`src/rtl/ctrl_pkg.sv`:
```
// rtl/ctrl_pkg.sv - opcodes, ALU codes and control-bundle layout shared by the ID stage
package ctrl_pkg;

   localparam logic [6:0] OP_R      = 7'b0110011;
   localparam logic [6:0] OP_I      = 7'b0010011;
   localparam logic [6:0] OP_LOAD   = 7'b0000011;
   localparam logic [6:0] OP_STORE  = 7'b0100011;
   localparam logic [6:0] OP_BRANCH = 7'b1100011;

   localparam logic [3:0] ALU_ADD = 4'b0000;
   localparam logic [3:0] ALU_SUB = 4'b1000;

   // Bit order of the control bundle, MSB first
   typedef struct packed {
      logic alu_src;
      logic mem_to_reg;
      logic reg_write;
      logic mem_read;
      logic mem_write;
      logic branch;
   } ctrl_t;

   function automatic logic op_uses_rs2(input logic [6:0] op);
      return (op == OP_R) || (op == OP_STORE) || (op == OP_BRANCH);
   endfunction

endpackage

```
`src/rtl/ctrl_decode_comb.sv`:
```
// rtl/ctrl_decode_comb.sv - pure combinational instruction to control/immediate decoder
module ctrl_decode_comb
   import ctrl_pkg::*;
#(
   parameter int XLEN = 32
) (
   input  logic [31:0]     i_instr,
   output ctrl_t           o_ctrl,
   output logic [3:0]      o_alu_ctrl,
   output logic [XLEN-1:0] o_imm,
   output logic            o_illegal,
   output logic            o_uses_rs2
);

   logic [6:0]  w_opcode;
   logic [2:0]  w_funct3;
   logic [31:0] w_imm32;

   assign w_opcode   = i_instr[6:0];
   assign w_funct3   = i_instr[14:12];
   assign o_uses_rs2 = op_uses_rs2(w_opcode);
   // Sign extension beyond 32 bits comes from instr[31] through the signed cast
   assign o_imm      = XLEN'($signed(w_imm32));

   always_comb begin
      o_ctrl     = '0;
      o_alu_ctrl = ALU_ADD;
      o_illegal  = 1'b0;
      w_imm32    = '0;
      case (w_opcode)
         OP_R: begin
            o_ctrl.reg_write = 1'b1;
            o_alu_ctrl       = {i_instr[30], w_funct3};
         end
         OP_I: begin
            o_ctrl.reg_write = 1'b1;
            o_ctrl.alu_src   = 1'b1;
            o_alu_ctrl       = {(w_funct3 == 3'b101) ? i_instr[30] : 1'b0, w_funct3};
            w_imm32          = {{20{i_instr[31]}}, i_instr[31:20]};
         end
         OP_LOAD: begin
            o_ctrl.reg_write  = 1'b1;
            o_ctrl.mem_read   = 1'b1;
            o_ctrl.mem_to_reg = 1'b1;
            o_ctrl.alu_src    = 1'b1;
            w_imm32           = {{20{i_instr[31]}}, i_instr[31:20]};
         end
         OP_STORE: begin
            o_ctrl.mem_write = 1'b1;
            o_ctrl.alu_src   = 1'b1;
            w_imm32          = {{20{i_instr[31]}}, i_instr[31:25], i_instr[11:7]};
         end
         OP_BRANCH: begin
            o_ctrl.branch = 1'b1;
            o_alu_ctrl    = ALU_SUB;
            w_imm32       = {{19{i_instr[31]}}, i_instr[31], i_instr[7],
                             i_instr[30:25], i_instr[11:8], 1'b0};
         end
         default: o_illegal = 1'b1;
      endcase
   end

endmodule

```
`src/rtl/ctrl_decode_stage.sv`:
```
// rtl/ctrl_decode_stage.sv - registered ID stage with handshake, flush, load-use interlock and stall counter
module ctrl_decode_stage
   import ctrl_pkg::*;
#(
   parameter int XLEN   = 32,
   parameter int RA_W   = 5,
   parameter int ALUC_W = 4,
   parameter int CNT_W  = 16
) (
   input  logic              clk,
   input  logic              rst,
   input  logic              in_valid,
   output logic              in_ready,
   input  logic [31:0]       ReadInstruction,
   input  logic              flush,
   output logic              out_valid,
   input  logic              out_ready,
   output logic [RA_W-1:0]   ReadReg1Address,
   output logic [RA_W-1:0]   ReadReg2Address,
   output logic [RA_W-1:0]   WriteRegAddress,
   output logic [XLEN-1:0]   Immediate,
   output logic              ALU_Src,
   output logic              MemtoReg,
   output logic              RegWrite,
   output logic              MemRead,
   output logic              MemWrite,
   output logic              Branch,
   output logic [ALUC_W-1:0] ALU_Control,
   output logic              illegal,
   output logic [CNT_W-1:0]  stall_count
);

   ctrl_t             w_ctrl;
   logic [3:0]        w_alu4;
   logic [XLEN-1:0]   w_imm;
   logic              w_illegal;
   logic              w_uses_rs2;
   logic [RA_W-1:0]   w_rs1;
   logic [RA_W-1:0]   w_rs2;
   logic [RA_W-1:0]   w_rd;
   logic              w_hazard;
   logic              w_accept;

   logic              r_valid;
   logic [RA_W-1:0]   r_rs1;
   logic [RA_W-1:0]   r_rs2;
   logic [RA_W-1:0]   r_rd;
   logic [XLEN-1:0]   r_imm;
   ctrl_t             r_ctrl;
   logic [ALUC_W-1:0] r_aluc;
   logic              r_illegal;
   logic [CNT_W-1:0]  r_cnt;

   ctrl_decode_comb #(.XLEN(XLEN)) u_dec (
      .i_instr    (ReadInstruction),
      .o_ctrl     (w_ctrl),
      .o_alu_ctrl (w_alu4),
      .o_imm      (w_imm),
      .o_illegal  (w_illegal),
      .o_uses_rs2 (w_uses_rs2)
   );

   assign w_rs1 = RA_W'(ReadInstruction[19:15]);
   assign w_rs2 = RA_W'(ReadInstruction[24:20]);
   assign w_rd  = RA_W'(ReadInstruction[11:7]);

   // Held load whose destination feeds the offered instruction must leave before it enters
   assign w_hazard = r_valid & r_ctrl.mem_read & (r_rd != '0) &
                     ((r_rd == w_rs1) | ((r_rd == w_rs2) & w_uses_rs2));

   assign in_ready = !rst & !flush & !w_hazard & (!r_valid | out_ready);
   assign w_accept = in_valid & in_ready;

   always_ff @(posedge clk) begin
      if (rst) begin
         r_valid   <= 1'b0;
         r_rs1     <= '0;
         r_rs2     <= '0;
         r_rd      <= '0;
         r_imm     <= '0;
         r_ctrl    <= '0;
         r_aluc    <= '0;
         r_illegal <= 1'b0;
         r_cnt     <= '0;
      end else begin
         if (flush) begin
            r_valid <= 1'b0;
         end else if (w_accept) begin
            r_valid   <= 1'b1;
            r_rs1     <= w_rs1;
            r_rs2     <= w_rs2;
            r_rd      <= w_rd;
            r_imm     <= w_imm;
            r_ctrl    <= w_ctrl;
            r_aluc    <= ALUC_W'(w_alu4);
            r_illegal <= w_illegal;
         end else if (out_ready) begin
            r_valid <= 1'b0;
         end
         if (in_valid & w_hazard & ~&r_cnt) begin
            r_cnt <= r_cnt + 1'b1;
         end
      end
   end

   assign out_valid       = r_valid;
   assign ReadReg1Address = r_rs1;
   assign ReadReg2Address = r_rs2;
   assign WriteRegAddress = r_rd;
   assign Immediate       = r_imm;
   assign ALU_Src         = r_ctrl.alu_src;
   assign MemtoReg        = r_ctrl.mem_to_reg;
   assign RegWrite        = r_ctrl.reg_write;
   assign MemRead         = r_ctrl.mem_read;
   assign MemWrite        = r_ctrl.mem_write;
   assign Branch          = r_ctrl.branch;
   assign ALU_Control     = r_aluc;
   assign illegal         = r_illegal;
   assign stall_count     = r_cnt;

endmodule
```
`config.mk`:
```
export PLATFORM = sky130hd
export DESIGN_NAME = ctrl_decode_stage
export DESIGN_NICKNAME = d
export VERILOG_FILES = /design/src/rtl/ctrl_pkg.sv /design/src/rtl/ctrl_decode_comb.sv /design/src/rtl/ctrl_decode_stage.sv
export SDC_FILE = /design/constraint.sdc
export NUM_CORES = 1
export LEC_CHECK = 0
export BUFFER_PORTS_ARGS = -buffer_cell sky130_fd_sc_hd__buf_4
export CAP_MARGIN = 20
export CORE_AREA = 2 2 87 89
export CTS_BUF_LIST = sky130_fd_sc_hd__clkbuf_8 sky130_fd_sc_hd__clkbuf_16
export DETAILED_ROUTE_END_ITERATION = 10
export DIE_AREA = 0 0 89 91
export PLACE_DENSITY = 0.67
export SYNTH_ARGS = -nofsm -noshare
export SYNTH_HDL_FRONTEND = slang
export SYNTH_SLANG_ARGS = --single-unit
```
`constraint.sdc`:
```
create_clock -name clk -period 2.1 [get_ports clk]
set_input_delay 0.21 -clock clk [delete_from_list [all_inputs] [get_ports clk]]
set_output_delay 0.21 -clock clk [all_outputs]
set_load 0.005 [all_outputs]
```
### Yosys cells after proc, flatten, opt, wreduce, memory -nomap -nowiden

Cells that the tools add are included.
W data, S select, Z words.

| cells by class | value |
|---|---|
| $add $sub $neg | 1 |
| multiply operators | 0 |
| divide/modulo/power cells | 0 |
| order comparisons | 0 |
| equality and inequality tests | 8 |
| shift-type cells | 0 |
| mux-type cells | 11 |
| bitwise operators | 13 |
| reductions and logical operators | 16 |

Operators with widths:

| operator | count |
|---|---|
| $pmux W32 S3 | 1 |
| $add A16 B1 Y16 const B | 1 |
| $reduce_and A16 Y1 | 1 |
| $eq A7 B6 Y1 const B | 2 |
| $pmux W4 S3 | 1 |
| $and A1 B1 Y1 | 10 |
| $eq A5 B5 Y1 | 2 |
| $mux W1 | 9 |
| $eq A7 B2 Y1 const B | 1 |
| $eq A7 B5 Y1 const B | 1 |
| $eq A7 B7 Y1 const B | 1 |
| $reduce_or A3 Y1 | 2 |
| $logic_not A1 Y1 | 5 |
| $reduce_bool A5 Y1 | 1 |
| $reduce_or A5 Y1 | 1 |
| $reduce_or A2 Y1 | 2 |
| $eq A3 B3 Y1 const B | 1 |
| $logic_or A1 B1 Y1 | 2 |
| $or A1 B1 Y1 | 2 |
| $reduce_and A2 Y1 | 1 |
| $reduce_bool A2 Y1 | 1 |
| $not A1 Y1 | 1 |

| storage, ports and cells | value |
|---|---|
| register bits after elaboration | 74 |
| latch bits | 0 |
| bits in writable memories | 0 |
| bits in read-only memories | 0 |
| memories kept | 0 |

### Depth between registers and ports, before layout

| logic depth | value |
|---|---|
| depth after elaboration | 11 |
| depth in mapped cells | 9 |
| mapped depth without buffers | 7 |

### Hierarchy

Synthesis repeated with hierarchy kept, for this count alone.

| unflattened totals | value |
|---|---|
| cell total of the unflattened synthesis | 382 |
| area total of the unflattened synthesis | 3841.2 µm² |

By module, submodules not included:

| module | instances | cells an instance | area each (µm²) |
|---|---|---|---|
| ctrl_decode_stage | 1 | 314 | 3379.5 |
| ctrl_decode_comb | 1 | 68 | 461.7 |

### Least setup slack after synthesis

Ideal clock, no wire load.

| timing path | value |
|---|---|
| path type | register to register |
| from | register r_cnt[0] (netlist: stall_count[0]) |
| to | register r_cnt[11] (netlist: stall_count[11]) |
| arrival | 1846 ps |
| path slack | 133 ps |
| stages on the path, launching flop included | 9 |
| path buffers | 1 |
| clock period less this slack | 1967 ps |
| cell sequence | dfxtp_1 ha_1 nand3_1 nor2_1 a31oi_1 clkbuf_1 nand2_1 nor3_1 mux2_2 |

| on the way | value |
|---|---|
| word-level cells in the longest chain between the ends | 3 |

RTL lines:

| item | line | RTL |
|---|---|---|
| start: declaration | ctrl_decode_stage.sv:52 | `logic [CNT_W-1:0] r_cnt;` |
| start signal: assignment | ctrl_decode_stage.sv:101 | `r_cnt <= r_cnt + 1'b1;` |
| branches (longest 3 deep; another with $add A16 B1 Y16) | - |  |

Several ways; the timed one is not identified.
A chain may end at the register's enable or synchronous reset.

### Worst setup path after layout

| timing path | value |
|---|---|
| from | register r_rd[2] (netlist: WriteRegAddress[2]) |
| to | output in_ready |

| on the way | value |
|---|---|
| word-level cells in the longest chain between the ends | 7 |

RTL lines:

| item | line | RTL |
|---|---|---|
| start: declaration | ctrl_decode_stage.sv:47 | `logic [RA_W-1:0] r_rd;` |
| start signal: assignment | ctrl_decode_stage.sv:92 | `r_rd <= w_rd;` |
| $eq A5 B5 Y1 | ctrl_decode_stage.sv:69 | `((r_rd == w_rs1) \| ((r_rd == w_rs2) & w_uses_rs2));` |
| $and A1 B1 Y1 | ctrl_decode_stage.sv:69 |  |
| $or A1 B1 Y1 | ctrl_decode_stage.sv:69 |  |
| $and A1 B1 Y1 * | ctrl_decode_stage.sv:68 | `assign w_hazard = r_valid & r_ctrl.mem_read & (r_rd != '0) &` |
| $logic_not A1 Y1 * | ctrl_decode_stage.sv:71 | `assign in_ready = !rst & !flush & !w_hazard & (!r_valid \| out_ready);` |
| $and A1 B1 Y1 * (2 in a row) | ctrl_decode_stage.sv:71 |  |
| end: declaration | ctrl_decode_stage.sv:13 | `output logic in_ready,` |

Every way passes the cells marked *; elsewhere a longest branch is shown, timed or not.

==> impl_metrics.py <==
metrics = {
    "global_routing": {
        "grt_max_degree": 67,
        "overflow": 0,
        "grtUsageTotal": 0.193,
        "grt_pass1_wl_mm": 12.5,
        "grt_antenna_before_repair": 0,
        "grt_pass1_vias": 2558,
    },
    "clock_tree": {
        "root_buffer": "clkbuf_8",
        "cts.sinks": 55,
        "ctsHoldBuffers": 0,
        "htreeDepth": 2,
        "clock_latency_ns": 0.31,
        "cts_buffers": 5,
        "cts.path.max_buffers": 2,
        "cts_tree": "yes",
        "cts.reportedPaths.clkPinSlew_ns": 0.10,
    },
    "sta": {
        "fin_crit_sh": 0.981,
        "fin_crit_ns": 2.06,
        "worst_pin_slew_ns": 0.674,
        "setup_viol": 0,
        "rsz0062_at_grt": "true",
        "maxSlewViolCount": 0,
        "final-hold-violation-count": 0,
        "finalWorstSetupSlack_ns": 0.0391,
        "whs_ns": 0.0577,
        "max_slew_margin": 0.550,
        "timing.fmax_mhz": 485,
        "worst_clock_skew_ns": 0.00531,
    },
    "pwr": {
        "powerDensity_nw_per_um2": 529,
        "ir_worst_vdd_v": 0.000388,
        "power.leakage_nw": 1.55,
    },
    "worst_hold_path": {
        "min_path_type": "input port to register",
    },
    "worst_setup_path": {
        "critPathMaxFanout": 8,
        "worstPathRequired_ns": 1.89,
        "path_buf_inv": 1,
        "critPathSlowestCell": "or4_1",
        "cp-end-kind": "output pin",
        "cp.arrival_ns": 1.85,
        "critPathKind": "register to output pin",
        "crit_chain": "or4_1, o211ai_2, a21o_4, and2_1, buf_4",
        "worstSetupStartpointType": "register",
        "crit_family": "simple AND/OR/NAND/NOR gates",
        "critical-path-max-stage-delay_ns": 0.54,
    },
    "synth": {
        "synth_top_area_share": 0.395,
        "synth_area_leaders": "dfxtp_1, o21ai_0, a21oi_1",
        "postSynthAreaPerCell_sq_um": 8.22,
        "mappedNetlistArea_sq_um": 2790,
        "synth-edff-count": 0,
        "netlist_top_cells_count": "dfxtp_1, o21ai_0, a21oi_1",
        "synth-seq-cells": 55,
        "async_flop_share": 0,
        "ys.flop_type": "dfxtp_1",
        "synth_warnings": 0,
        "post-synth-top-count-cell": "dfxtp_1",
        "syn_inst": 339,
        "ys_types": 43,
        "yosysSeqAreaShare": 0.395,
        "synth_nets": 377,
        "synth_area_leader_cell": "dfxtp_1",
    },
    "die": {
        "pin_count": 113,
        "start_util": 0.390,
        "die_area_sq_um": 8100,
        "fp.dieH_um": 91,
        "die_w_um": 89,
        "std_cell_rows": 31,
        "core_sq_um": 7140,
    },
    "finish": {
        "stdcell_count": 538,
        "final_area_sq_um": 3840,
        "syn2layout_area_growth_pct": 37.9,
        "final_layout_size_suffix_gt1_frac": 0.380,
        "final_util": 0.538,
        "antenna_cells": 0,
        "fillers": 735,
        "fin_nets": 476,
    },
    "routing": {
        "routed_wl_mm": 8.16,
        "dr_wl_met2_mm": 3.74,
        "dr.pass1.iters": 4,
        "via_count": 2819,
        "drtIter0Drc": 132,
        "wl_met1_mm": 3.71,
        "routed_via_density": 5.24,
        "drcViolationCount": 0,
        "maxUsedRoutingLayer": "met4",
        "ant_nets": 0,
        "avgRoutedWirePerCell_um": 15.2,
        "wl_met3_um": 568,
    },
    "placement": {
        "post-place-cells": 525,
        "gp_congestion": 0.850,
        "placed_cell_area_sq_um": 3630,
        "port_buffers": 112,
        "post-place-ws_ns": 0.0174,
        "hpwl_mm": 5.81,
    },
    "flow_run": {
        "cap_violations": 0,
    },
    "outcome": {
        "status": "completed",
    },
}
path summary, 6_finish.rpt:
kind,startpoint,to,slack [ns],depth (start not counted)
max,WriteRegAddress[2],in_ready,0.04,5
min,flush,out_valid,0.06,2
max reg2reg,WriteRegAddress[0],stall_count[10],0.07,8
min reg2reg,ReadReg1Address[1],ReadReg1Address[1],0.49,2
through the flow:
step / setup TNS (ns) / power, mW
2_1_floorplan: 0 / 1.19
3_5_place_dp: 0 / 1.31
6_report: 0 / 2.03
5_1_grt: -0.125 / 2.11
3_3_place_gp: 0 / 1.31
4_1_cts: 0 / 2.04
flip-flops by register name, summed over array words and instances, names as in the netlist, 4 cells and up:
register and flops:
ReadReg2Address 5, WriteRegAddress 5, Immediate 13, stall_count 16
ReadReg1Address 5, ALU_Control 4
timing repair:
action	4_1_cts	5_1_grt
pin swaps	0	9
gates resized for setup	2	14
buffers inserted	5	0
endpoints found under the setup margin	3	27
worst register-to-register path, stage by stage (launching register included):
cell and delay (ns):
dfxtp_4 0.38, xor2_1 0.14, nor3_1 0.19, nand3_1 0.16, a21o_4 0.29, buf_4 0.16, buf_4 0.15, or3_4 0.36
a21oi_2 0.12
cells in the final DEF (no fill, tap or decap), types with 2 or more instances in the layout:
cell type / n
buf_4: 135
dfxtp_1: 51
o21ai_0: 39
a21oi_1: 34
nand3_1: 29
nand4_1: 16
nor2_1: 16
nand2b_1: 15
xor2_1: 8
a211oi_1: 8
nor3_1: 7
nand2_1: 7
clkbuf_8: 6
a21oi_2: 5
a22oi_1: 5
nor3b_1: 4
inv_1: 4
or3_1: 4
nor2b_1: 4
mux2_2: 4
dfxtp_2: 3
or4_1: 3
or3_4: 3
nor4_1: 3
xnor2_1: 2
and2_1: 2
and3_1: 2
o21bai_1: 2
layer usage:
metal	vias to the layer above	global-route usage
met5	-	0
met3	10	0.0445
met2	92	0.290
met4	0	0.0597
li1	1404	-
met1	1313	0.272
cell families (layout without fill, tap and decap cells):
kind of cell | after synthesis | after routing | synth area share
flops | 55 | 55 | 0.395
compound gates | 101 | 101 | 0.206
buf+inv | 48 | 148 | 0.101
simple gates | 120 | 120 | 0.246
xor+xnor | 10 | 10 | 0.0314
mux | 4 | 4 | 0.0162
fa+ha+maj | 1 | 1 | 0.00449
layout make-up:
type	count	area, sq um	share of cell area
tap	99	124	0.0322
sequential	55	1110	0.289
multi-input combinational	236	1450	0.378
inverter	4	15.0	0.00391
clock inverter	2	35.0	0.00912
timing repair buffer	136	1020	0.267
clock buffer	6	82.6	0.0215
power breakdown:
| part | internal (mW) | switching, mW |
|---|---|---|
| registers | 1.06 | 0.0146 |
| clock network | 0.386 | 0.356 |
| logic | 0.110 | 0.106 |
| total | 1.56 | 0.477 |
Note: power is estimated with default switching activity, not from simulation.
